**src/rtl/uart_tx_arbiter.sv**
```systemverilog
// Two-requester arbiter in front of a single UART byte transmitter.
// Ownership is held for a whole line (up to EOL_BYTE) and alternates round-robin between lines.
module uart_tx_arbiter #(
  parameter logic [7:0] EOL_BYTE     = 8'h0A,
  parameter int         LOCK_TIMEOUT = 1_000_000,
  parameter int         TMR_W        = $clog2(LOCK_TIMEOUT + 1)
) (
  input  logic       clk,
  input  logic       reset,
  input  logic       req0_start_tx,
  input  logic [7:0] req0_tx_din,
  output logic       req0_tx_done,
  input  logic       req1_start_tx,
  input  logic [7:0] req1_tx_din,
  output logic       req1_tx_done,
  output logic       uart_start_tx,
  output logic [7:0] uart_tx_din,
  input  logic       uart_tx_done,
  output logic [1:0] owner,
  output logic       overflow_err
);

  typedef enum logic [1:0] {
    IDLE  = 2'd0,
    ISSUE = 2'd1,
    BUSY  = 2'd2,
    HOLD  = 2'd3
  } state_t;

  localparam logic [TMR_W-1:0] TMR_LAST = TMR_W'(LOCK_TIMEOUT - 1);

  state_t           state;
  state_t           next_state;
  logic             own;
  logic             own_next;
  logic             last_owner;
  logic             release_line;
  logic [TMR_W-1:0] timer;
  logic [1:0]       pend_valid;
  logic [7:0]       pend_data [2];
  logic [7:0]       din_in [2];
  logic [1:0]       start_in;
  logic             is_eol;
  logic             done_q;
  logic             done_rise;

  logic             start_d;
  logic [1:0]       owner_d;
  logic [1:0]       done_d;
  logic [1:0]       clear_slot;
  logic [1:0]       accept;
  logic             ovf_set;

  assign start_in  = {req1_start_tx, req0_start_tx};
  assign din_in[0] = req0_tx_din;
  assign din_in[1] = req1_tx_din;
  assign done_rise = uart_tx_done & ~done_q;

  // State register
  always_ff @(posedge clk) begin
    if (reset) begin
      state <= IDLE;
      own   <= 1'b0;
    end else begin
      state <= next_state;
      own   <= own_next;
    end
  end

  // Next-state logic; release_line marks the cycles that hand the line back
  always_comb begin
    next_state   = state;
    own_next     = own;
    release_line = 1'b0;
    case (state)
      IDLE: begin
        if (pend_valid != 2'b00) begin
          next_state = ISSUE;
          own_next   = (pend_valid == 2'b11) ? ~last_owner : pend_valid[1];
        end else begin
          next_state = IDLE;
        end
      end
      ISSUE: next_state = BUSY;
      BUSY: begin
        if (done_rise) begin
          next_state   = is_eol ? IDLE : HOLD;
          release_line = is_eol;
        end else begin
          next_state = BUSY;
        end
      end
      HOLD: begin
        if (pend_valid[own]) begin
          next_state = ISSUE;
        end else if (timer == TMR_LAST) begin
          next_state   = IDLE;
          release_line = 1'b1;
        end else begin
          next_state = HOLD;
        end
      end
      default: next_state = IDLE;
    endcase
  end

  // Next values of the registered outputs and of the pending slots
  always_comb begin
    start_d    = (next_state == ISSUE);
    owner_d    = (next_state == IDLE) ? 2'b00 : (own_next ? 2'b10 : 2'b01);
    done_d     = ((state == BUSY) && done_rise) ? (own ? 2'b10 : 2'b01) : 2'b00;
    clear_slot = (state == ISSUE) ? (own ? 2'b10 : 2'b01) : 2'b00;
    // a start landing on the cycle its slot empties is accepted, not an overflow
    accept     = start_in & (~pend_valid | clear_slot);
    ovf_set    = |(start_in & pend_valid & ~clear_slot);
  end

  // Datapath, pending slots and registered outputs
  always_ff @(posedge clk) begin
    if (reset) begin
      last_owner    <= 1'b1;
      timer         <= '0;
      pend_valid    <= 2'b00;
      pend_data[0]  <= 8'h00;
      pend_data[1]  <= 8'h00;
      is_eol        <= 1'b0;
      done_q        <= 1'b0;
      uart_start_tx <= 1'b0;
      uart_tx_din   <= 8'h00;
      owner         <= 2'b00;
      req0_tx_done  <= 1'b0;
      req1_tx_done  <= 1'b0;
      overflow_err  <= 1'b0;
    end else begin
      done_q <= uart_tx_done;
      if (release_line) begin
        last_owner <= own;
      end
      timer <= (state == HOLD) ? timer + TMR_W'(1) : '0;
      for (int i = 0; i < 2; i++) begin
        if (accept[i]) begin
          pend_valid[i] <= 1'b1;
          pend_data[i]  <= din_in[i];
        end else if (clear_slot[i]) begin
          pend_valid[i] <= 1'b0;
        end
      end
      // din is loaded together with the start pulse so the UART sees both at once
      if (next_state == ISSUE) begin
        uart_tx_din <= pend_data[own_next];
        is_eol      <= (pend_data[own_next] == EOL_BYTE);
      end
      uart_start_tx <= start_d;
      owner         <= owner_d;
      req0_tx_done  <= done_d[0];
      req1_tx_done  <= done_d[1];
      if (ovf_set) begin
        overflow_err <= 1'b1;
      end
    end
  end

endmodule

```
**config.mk**
```make
export PLATFORM = sky130hd
export DESIGN_NAME = uart_tx_arbiter
export DESIGN_NICKNAME = d
export VERILOG_FILES = /design/src/rtl/uart_tx_arbiter.sv
export SDC_FILE = /design/constraint.sdc
export NUM_CORES = 1
export LEC_CHECK = 0
export BUFFER_PORTS_ARGS = -buffer_cell sky130_fd_sc_hd__buf_4
export CAP_MARGIN = 20
export CORE_ASPECT_RATIO = 0.5
export CORE_UTILIZATION = 23
export DETAILED_ROUTE_END_ITERATION = 12
export PLACE_DENSITY_LB_ADDON = 0.15
export SYNTH_ARGS = -nofsm -noshare
export SYNTH_HDL_FRONTEND = slang
export SYNTH_SLANG_ARGS = --single-unit
export TNS_END_PERCENT = 20
```
**constraint.sdc**
```tcl
create_clock -name clk -period 2.7 [get_ports clk]
set_input_delay 0.405 -clock clk [delete_from_list [all_inputs] [get_ports clk]]
set_output_delay 0.405 -clock clk [all_outputs]
set_load 0.005 [all_outputs]
```
==> results of run 1 <==
==> flip-flops by register name (all words and copies together), names as in the netlist <==
signal	count
done_q	1
req0_tx_done	1
pend_data	16
req1_tx_done	1
is_eol	1
pend_valid	2
overflow_err	1
uart_start_tx	1
state	2
timer	20
own	1
owner	2
last_owner	1
uart_tx_din	8
==> worst max-delay path by stage <==
| stage | start | slack, ps | cells after the start | endpoint |
|---|---|---|---|---|
| 6_report | timer[0] | 450 | 6 | uart_tx_din[0] |
| 5_1_grt | timer[1] | 280 | 6 | uart_tx_din[0] |
| 4_1_cts | timer[0] | 440 | 6 | uart_tx_din[0] |
| 3_5_place_dp | timer[0] | 450 | 6 | uart_tx_din[0] |
| 3_3_place_gp | timer[0] | 490 | 6 | uart_tx_din[0] |
| 2_1_floorplan | timer[12] | 710 | 6 | is_eol |
==> power groups by stage <==
stage | Sequential [uW] | Combinational (uW) | Clock (uW)
after global routing | 1010 | 316 | 1040
after detailed placement | 1020 | 289 | 0
after floorplan | 1000 | 170 | 0
after CTS | 999 | 290 | 996
after global placement | 1010 | 287 | 0
final | 997 | 286 | 963
==> cells by family after synthesis <==
family,count (synthesis),synth area share
XOR/XNOR,18,0.06134
buffers and inverters,18,0.02970
AO/OA/AOI/OAI,25,0.08326
AND/OR/NAND/NOR,126,0.2634
adder cells (fa/ha/maj),1,0.004868
flip-flops,58,0.5141
multiplexers,10,0.04333
==> worst register-to-register path: cells and delay by family, from the launching register on <==
family                   cells  cell delay [ps]
AO/OA/AOI/OAI                2              840
AND/OR/NAND/NOR              3              720
flip-flops                   1              360
adder cells (fa/ha/maj)      1              220
==> per-stage QoR <==
stage / cell area (um2) / power (uW)
after floorplan: 2570 / 1175
final: 3261 / 2246
after CTS: 3261 / 2284
after global placement: 3007 / 1301
after detailed placement: 3007 / 1304
after global routing: 3261 / 2365
==> cells in the mapped netlist (2+ instances only) <==
| cell type | number | share of area |
|---|---|---|
| mux2_2 | 9 | 0.039 |
| xnor2_1 | 6 | 0.020 |
| nand2b_1 | 3 | 0.0073 |
| and4_1 | 2 | 0.0068 |
| dfxtp_1 | 42 | 0.33 |
| nor4_1 | 5 | 0.012 |
| and3_1 | 2 | 0.0049 |
| o311ai_1 | 8 | 0.027 |
| nor2_1 | 32 | 0.047 |
| nor3_1 | 4 | 0.0078 |
| edfxtp_1 | 16 | 0.19 |
| clkbuf_1 | 8 | 0.012 |
| nand2_1 | 25 | 0.037 |
| and2_1 | 16 | 0.039 |
| o21a_1 | 2 | 0.0058 |
| o21ai_0 | 3 | 0.0058 |
| xor2_1 | 12 | 0.041 |
| nand4_1 | 14 | 0.034 |
| nand3_1 | 8 | 0.016 |
| a32oi_1 | 2 | 0.0068 |
| inv_1 | 8 | 0.012 |
| nor4b_1 | 5 | 0.017 |
==> per-layer routing <==
layer	up-vias	GRT usage
li1	1008	-
met1	906	0.1455
met2	38	0.1521
met3	5	0.03929
met4	0	0.04455
met5	-	0
==> cell type report <==
| type | count | area [um2] |
|---|---|---|
| Clock inverter | 5 | 21.27 |
| Sequential cell | 58 | 1321 |
| Timing Repair Buffer | 41 | 307.8 |
| Inverter | 8 | 30.03 |
| Tap cell | 140 | 175.2 |
| Fill cell | 1109 | 7279 |
| Clock buffer | 11 | 232.7 |
| Multi-Input combinational cell | 180 | 1172 |
==> out/qor.yml, run 1 <==
crit_chain: "ha_1 > nand4_1 > or2_2 > o31a_1 > o311ai_0 > nand2_1"
tightest_slew_ps: 486.7
initial_utilization: 0.2438
n_antenna_cell: 0
layout.cells.most_common: "dfxtp_1"
p_clk_frac: 0.429
wl_met3_um: 181
syn-cell-area_mm2: 0.002570
gp_congestion: 0.7488
p_per_area_mw_per_mm2: 688.7
whs_ps: 321.3
routed_wl_mm: 5.589
utilization: 0.3094
routed_via_density: 4.418
post-route-period-util: 0.8343
drcViolationCount: 0
ir_drop_v: 0.0002623
cp_slowest_cell: "o31a_1"
yosysUniqueCellTypes: 46
worst_clock_skew_ps: 4.388
synth_area_per_cell_um2: 10.04
cts_tree: "built"
dp.cells: 427
pre_cts_ws_ps: 452.1
cts_made_buffers: 9
worstReg2RegStart: "timer[0]"
slew_violations: 0
setup_slack_ps: 447.5
min_to: "pend_valid[1]"
wl_met1_mm: 2.903
slowest_delay_ps: 470
pwr-share-seq: 0.444
final_cells: 443
ctsHoldBuffers: 0
insertion_delay_ps: 320
clk_pin_slew_ps: 50
worstSetupPathType: "reg -> reg"
core_area_mm2: 0.01054
timing.final.hold_violations: 0
cp.arrival_ps: 2450
p_int_uw: 1706
synth_edf_count: 16
grt_pass1_vias: 1836
numPortBuffers: 34
rsz0062_at_grt: "false"
min_path_cells: 2
timing.rr.end: "uart_tx_din[0]"
crit_buf_inv: 0
h-tree-depth: 3
synthCells: 256
setup_viol: 0
grt_max_degree: 21
area_growth_pct: 26.87
top_layer_used: "met4"
vias: 1957
dieArea_mm2: 0.01163
p_comb_frac: 0.127
layout-drive-gt1-share: 0.2277
worstSetupEndpointType: "flip-flop"
cts.repair.resized: 0
grt_antenna_before_repair: 0
grt_usage: 0.1075
ys_seq_area_frac: 0.5141
relSlewSlack: 0.6756
crit_family: "compound AO/OA/AOI/OAI gates"
leakagePower_uw: 0.001252
rr_worst_depth: 6
clockBufferDepth: 2
hp-class: "in -> reg"
outcome: "complete, no violations"
final.setup.tns_ps: 0
ys_ff_latch: 58
maxCapViolCount: 0
wl_met2_mm: 2.447
wl_per_cell_um: 12.62
switching_share: 0.2403
io_pins: 35
grt_overflow: 0
post-dp-hpwl_mm: 4.108
final.min_clock_period_ps: 2253
first_pass_iters: 4
ys_warn_count: 0
p_sw_uw: 539.7
synth_flop_cell: "dfxtp_1"
crit_fanout: 12
holdCritStartpoint: "req1_start_tx"
grt_pass1_wl_mm: 9.494
start_kind: "flip-flop"
crit_required_ps: 2900
antenna_left: 0
r2r_slack_ps: 450
syn_nets: 278
die_h_um: 76.75
fin_nets: 320
row_count: 26
drtIter0Drc: 77
final_cell_mix: "dfxtp_1, buf_4, nor2_1, nand2_1"
ys_async_sr_fraction: 0
cts_setup_buffers: 0
clock.fmax_mhz: 443.9
cts_root_buffer: "clkbuf_16"
die_w_um: 151.5
cts_sinks: 58
Note: power is estimated with default switching activity, not from simulation.
==> inputs of run 2 (changes only) <==
==> constraint.sdc (replaced) <==
create_clock -name clk -period 2.34 [get_ports clk]
set_input_delay 0.351 -clock clk [delete_from_list [all_inputs] [get_ports clk]]
set_output_delay 0.351 -clock clk [all_outputs]
set_load 0.005 [all_outputs]
==> run 2 against run 1 <==
Against the previous run: largest cell class unchanged; global-route usage up 0.38 points; final area grew 0.35%; final cell count up 0.45%; utilization is 0.11 points higher; combinational power rose by 20%; worst setup slack got worse by 290 ps; clock-buffer cell count fell by 1; first-iteration DRC count increased by 47%; critical path type unchanged; critical path depth decreased by 1; worst hold slack got worse by 47 ps.
==> out/qor.yml, run 2 (synthesis results as in run 1) <==
fillCellCount: 1108  # -0.090%
outcome: "complete, no violations"
fin_nets: 322  # +0.63%
grt_max_degree: 21  # unchanged
io_pins: 35  # unchanged
routed_via_density: 4.384  # -0.75%
h-tree-depth: 3  # unchanged
crit_fanout: 12  # unchanged
grt_usage: 0.1113  # +0.003766
crit_required_ps: 2540  # -360 ps
largest_register_ffs: 20  # unchanged
use_met1: 0.1454  # about the same
worstSetupPathType: "reg -> reg"
grt_antenna_before_repair: 0  # unchanged
p_comb_frac: 0.132  # +0.005
antenna_left: 0  # unchanged
drtIter0Drc: 113  # +47%
timing.final.hold_violations: 0  # unchanged
start_kind: "flip-flop"
tightest_slew_ps: 680.8  # +194.1 ps
p_per_area_mw_per_mm2: 794.9  # +15%
worst_clock_skew_ps: 3.778  # -0.6106 ps
cp.arrival_ps: 2380  # -70 ps
core_area_mm2: 0.01054  # unchanged
vias: 1951  # -0.31%
gp_congestion: 0.7640  # +2.0%
grt_pass1_wl_mm: 9.839  # +3.6%
busiest_layer: "met2"
cts_sinks: 58  # unchanged
grtUsageMet2: 0.1607  # +0.008676
clock.fmax_mhz: 458.8  # +3.3%
clk_pin_slew_ps: 50  # about the same
row_count: 26  # unchanged
relSlewSlack: 0.5445  # -0.1311
die_h_um: 76.75  # unchanged
grt_pass1_vias: 1953  # +6.4%
grt_overflow: 0  # unchanged
ir_drop_v: 0.0003921  # +49%
hp-class: "in -> reg"
area_growth_pct: 27.31
final.min_clock_period_ps: 2180  # -72.98 ps
p_int_uw: 1965  # +15%
die_w_um: 151.5  # unchanged
post-dp-hpwl_mm: 4.123  # +0.37%
final.setup.tns_ps: 0  # unchanged
initial_utilization: 0.2438  # unchanged
largest_registers: "timer: 20 flops, pend_data: 16 flops, uart_tx_din: 8 flops"
maxCapViolCount: 0  # unchanged
final_cell_mix: "dfxtp_1, buf_4, nor2_1, nand2_1"
worstSetupEndpointType: "flip-flop"
cts_root_buffer: "clkbuf_16"
rr_worst_depth: 5  # -1
met3_usage: 0.04226  # +0.002976
cts_tree: "built"
cts_made_buffers: 9  # unchanged
drcViolationCount: 0  # unchanged
leakagePower_uw: 0.001259  # +0.62%
wl_per_cell_um: 12.82  # +1.6%
insertion_delay_ps: 320  # about the same
routed_wl_mm: 5.703  # +2.0%
utilization: 0.3104  # +0.001069
first_pass_iters: 4  # unchanged
p_sw_uw: 636.2  # +18%
pwr-share-seq: 0.442  # -0.002
layout-drive-gt1-share: 0.2295  # +0.001785
numPortBuffers: 34  # unchanged
n_antenna_cell: 0  # unchanged
min_path_cells: 2  # unchanged
largest_register: "timer"
slew_violations: 0  # unchanged
dieArea_mm2: 0.01163  # unchanged
p_clk_frac: 0.426  # -0.003
setup_viol: 0  # unchanged
switching_share: 0.2446  # +0.004271
multiInputGateArea_mm2: 0.001172  # unchanged
rsz0062_at_grt: "false"
clockBufferDepth: 2  # unchanged
ff_latch_area_mm2: 0.001321  # unchanged
post-route-period-util: 0.9314  # +0.09716
## run 2: power groups by stage
stage / sequential [uW] / clock (uW) / combinational [uW]
floorplan: 1160 / 0 / 196
global placement: 1170 / 0 / 334
global route: 1160 / 1190 / 376
CTS: 1150 / 1140 / 340
detailed placement: 1170 / 0 / 338
finish: 1150 / 1110 / 342
## run 2: through the flow
stage / cells / setup WS (ps) / total power, uW / hold slack [ps] / cell area, um2
floorplan: 256 / 346.0 / 1356 / 426.0 / 2570
global placement: 428 / 174.5 / 1505 / 440.8 / 3014
detailed placement: 428 / 155.9 / 1508 / 457.5 / 3014
CTS: 444 / 141.7 / 2629 / 258.8 / 3267
global route: 445 / 39.59 / 2728 / 263.3 / 3272
finish: 445 / 160.4 / 2601 / 274.5 / 3272
## run 2: critical path, stage by stage (launching register included)
cell and delay, ps:
dfxtp_1 350, or4_4 570, or2_4 260, o31a_1 440, o311ai_1 350, nand2_1 90
## run 2: path summary, 6_finish.rpt
kind / slack, ps / start / endpoint
max: 160 / timer[12] / uart_tx_din[5]
min reg2reg: 460 / timer[0] / timer[0]
max reg2reg: 160 / timer[12] / uart_tx_din[5]
min: 270 / req0_start_tx / pend_valid[0]
## run 2: final cells by class
class | instances | area share
multi-input combinational | 180 | 0.3583
clock buffer | 10 | 0.06998
tap | 140 | 0.05354
inverter | 8 | 0.009178
clock inverter | 6 | 0.007266
timing repair buffer | 43 | 0.09790
sequential | 58 | 0.4038
## run 2: per-layer routing
metal,part of all wire,vias to the layer above
met5,0,-
li1,-,1014
met1,0.52,892
met3,0.032,8
met4,0.018,0
met2,0.43,37
## run 2: what timing repair did
| action | 4_1_cts | 5_1_grt |
|---|---|---|
| setup endpoints to repair | 0 | 1 |
| hold buffers | 0 | 0 |
| buffers inserted | 0 | 0 |
| gates resized for setup | 0 | 1 |
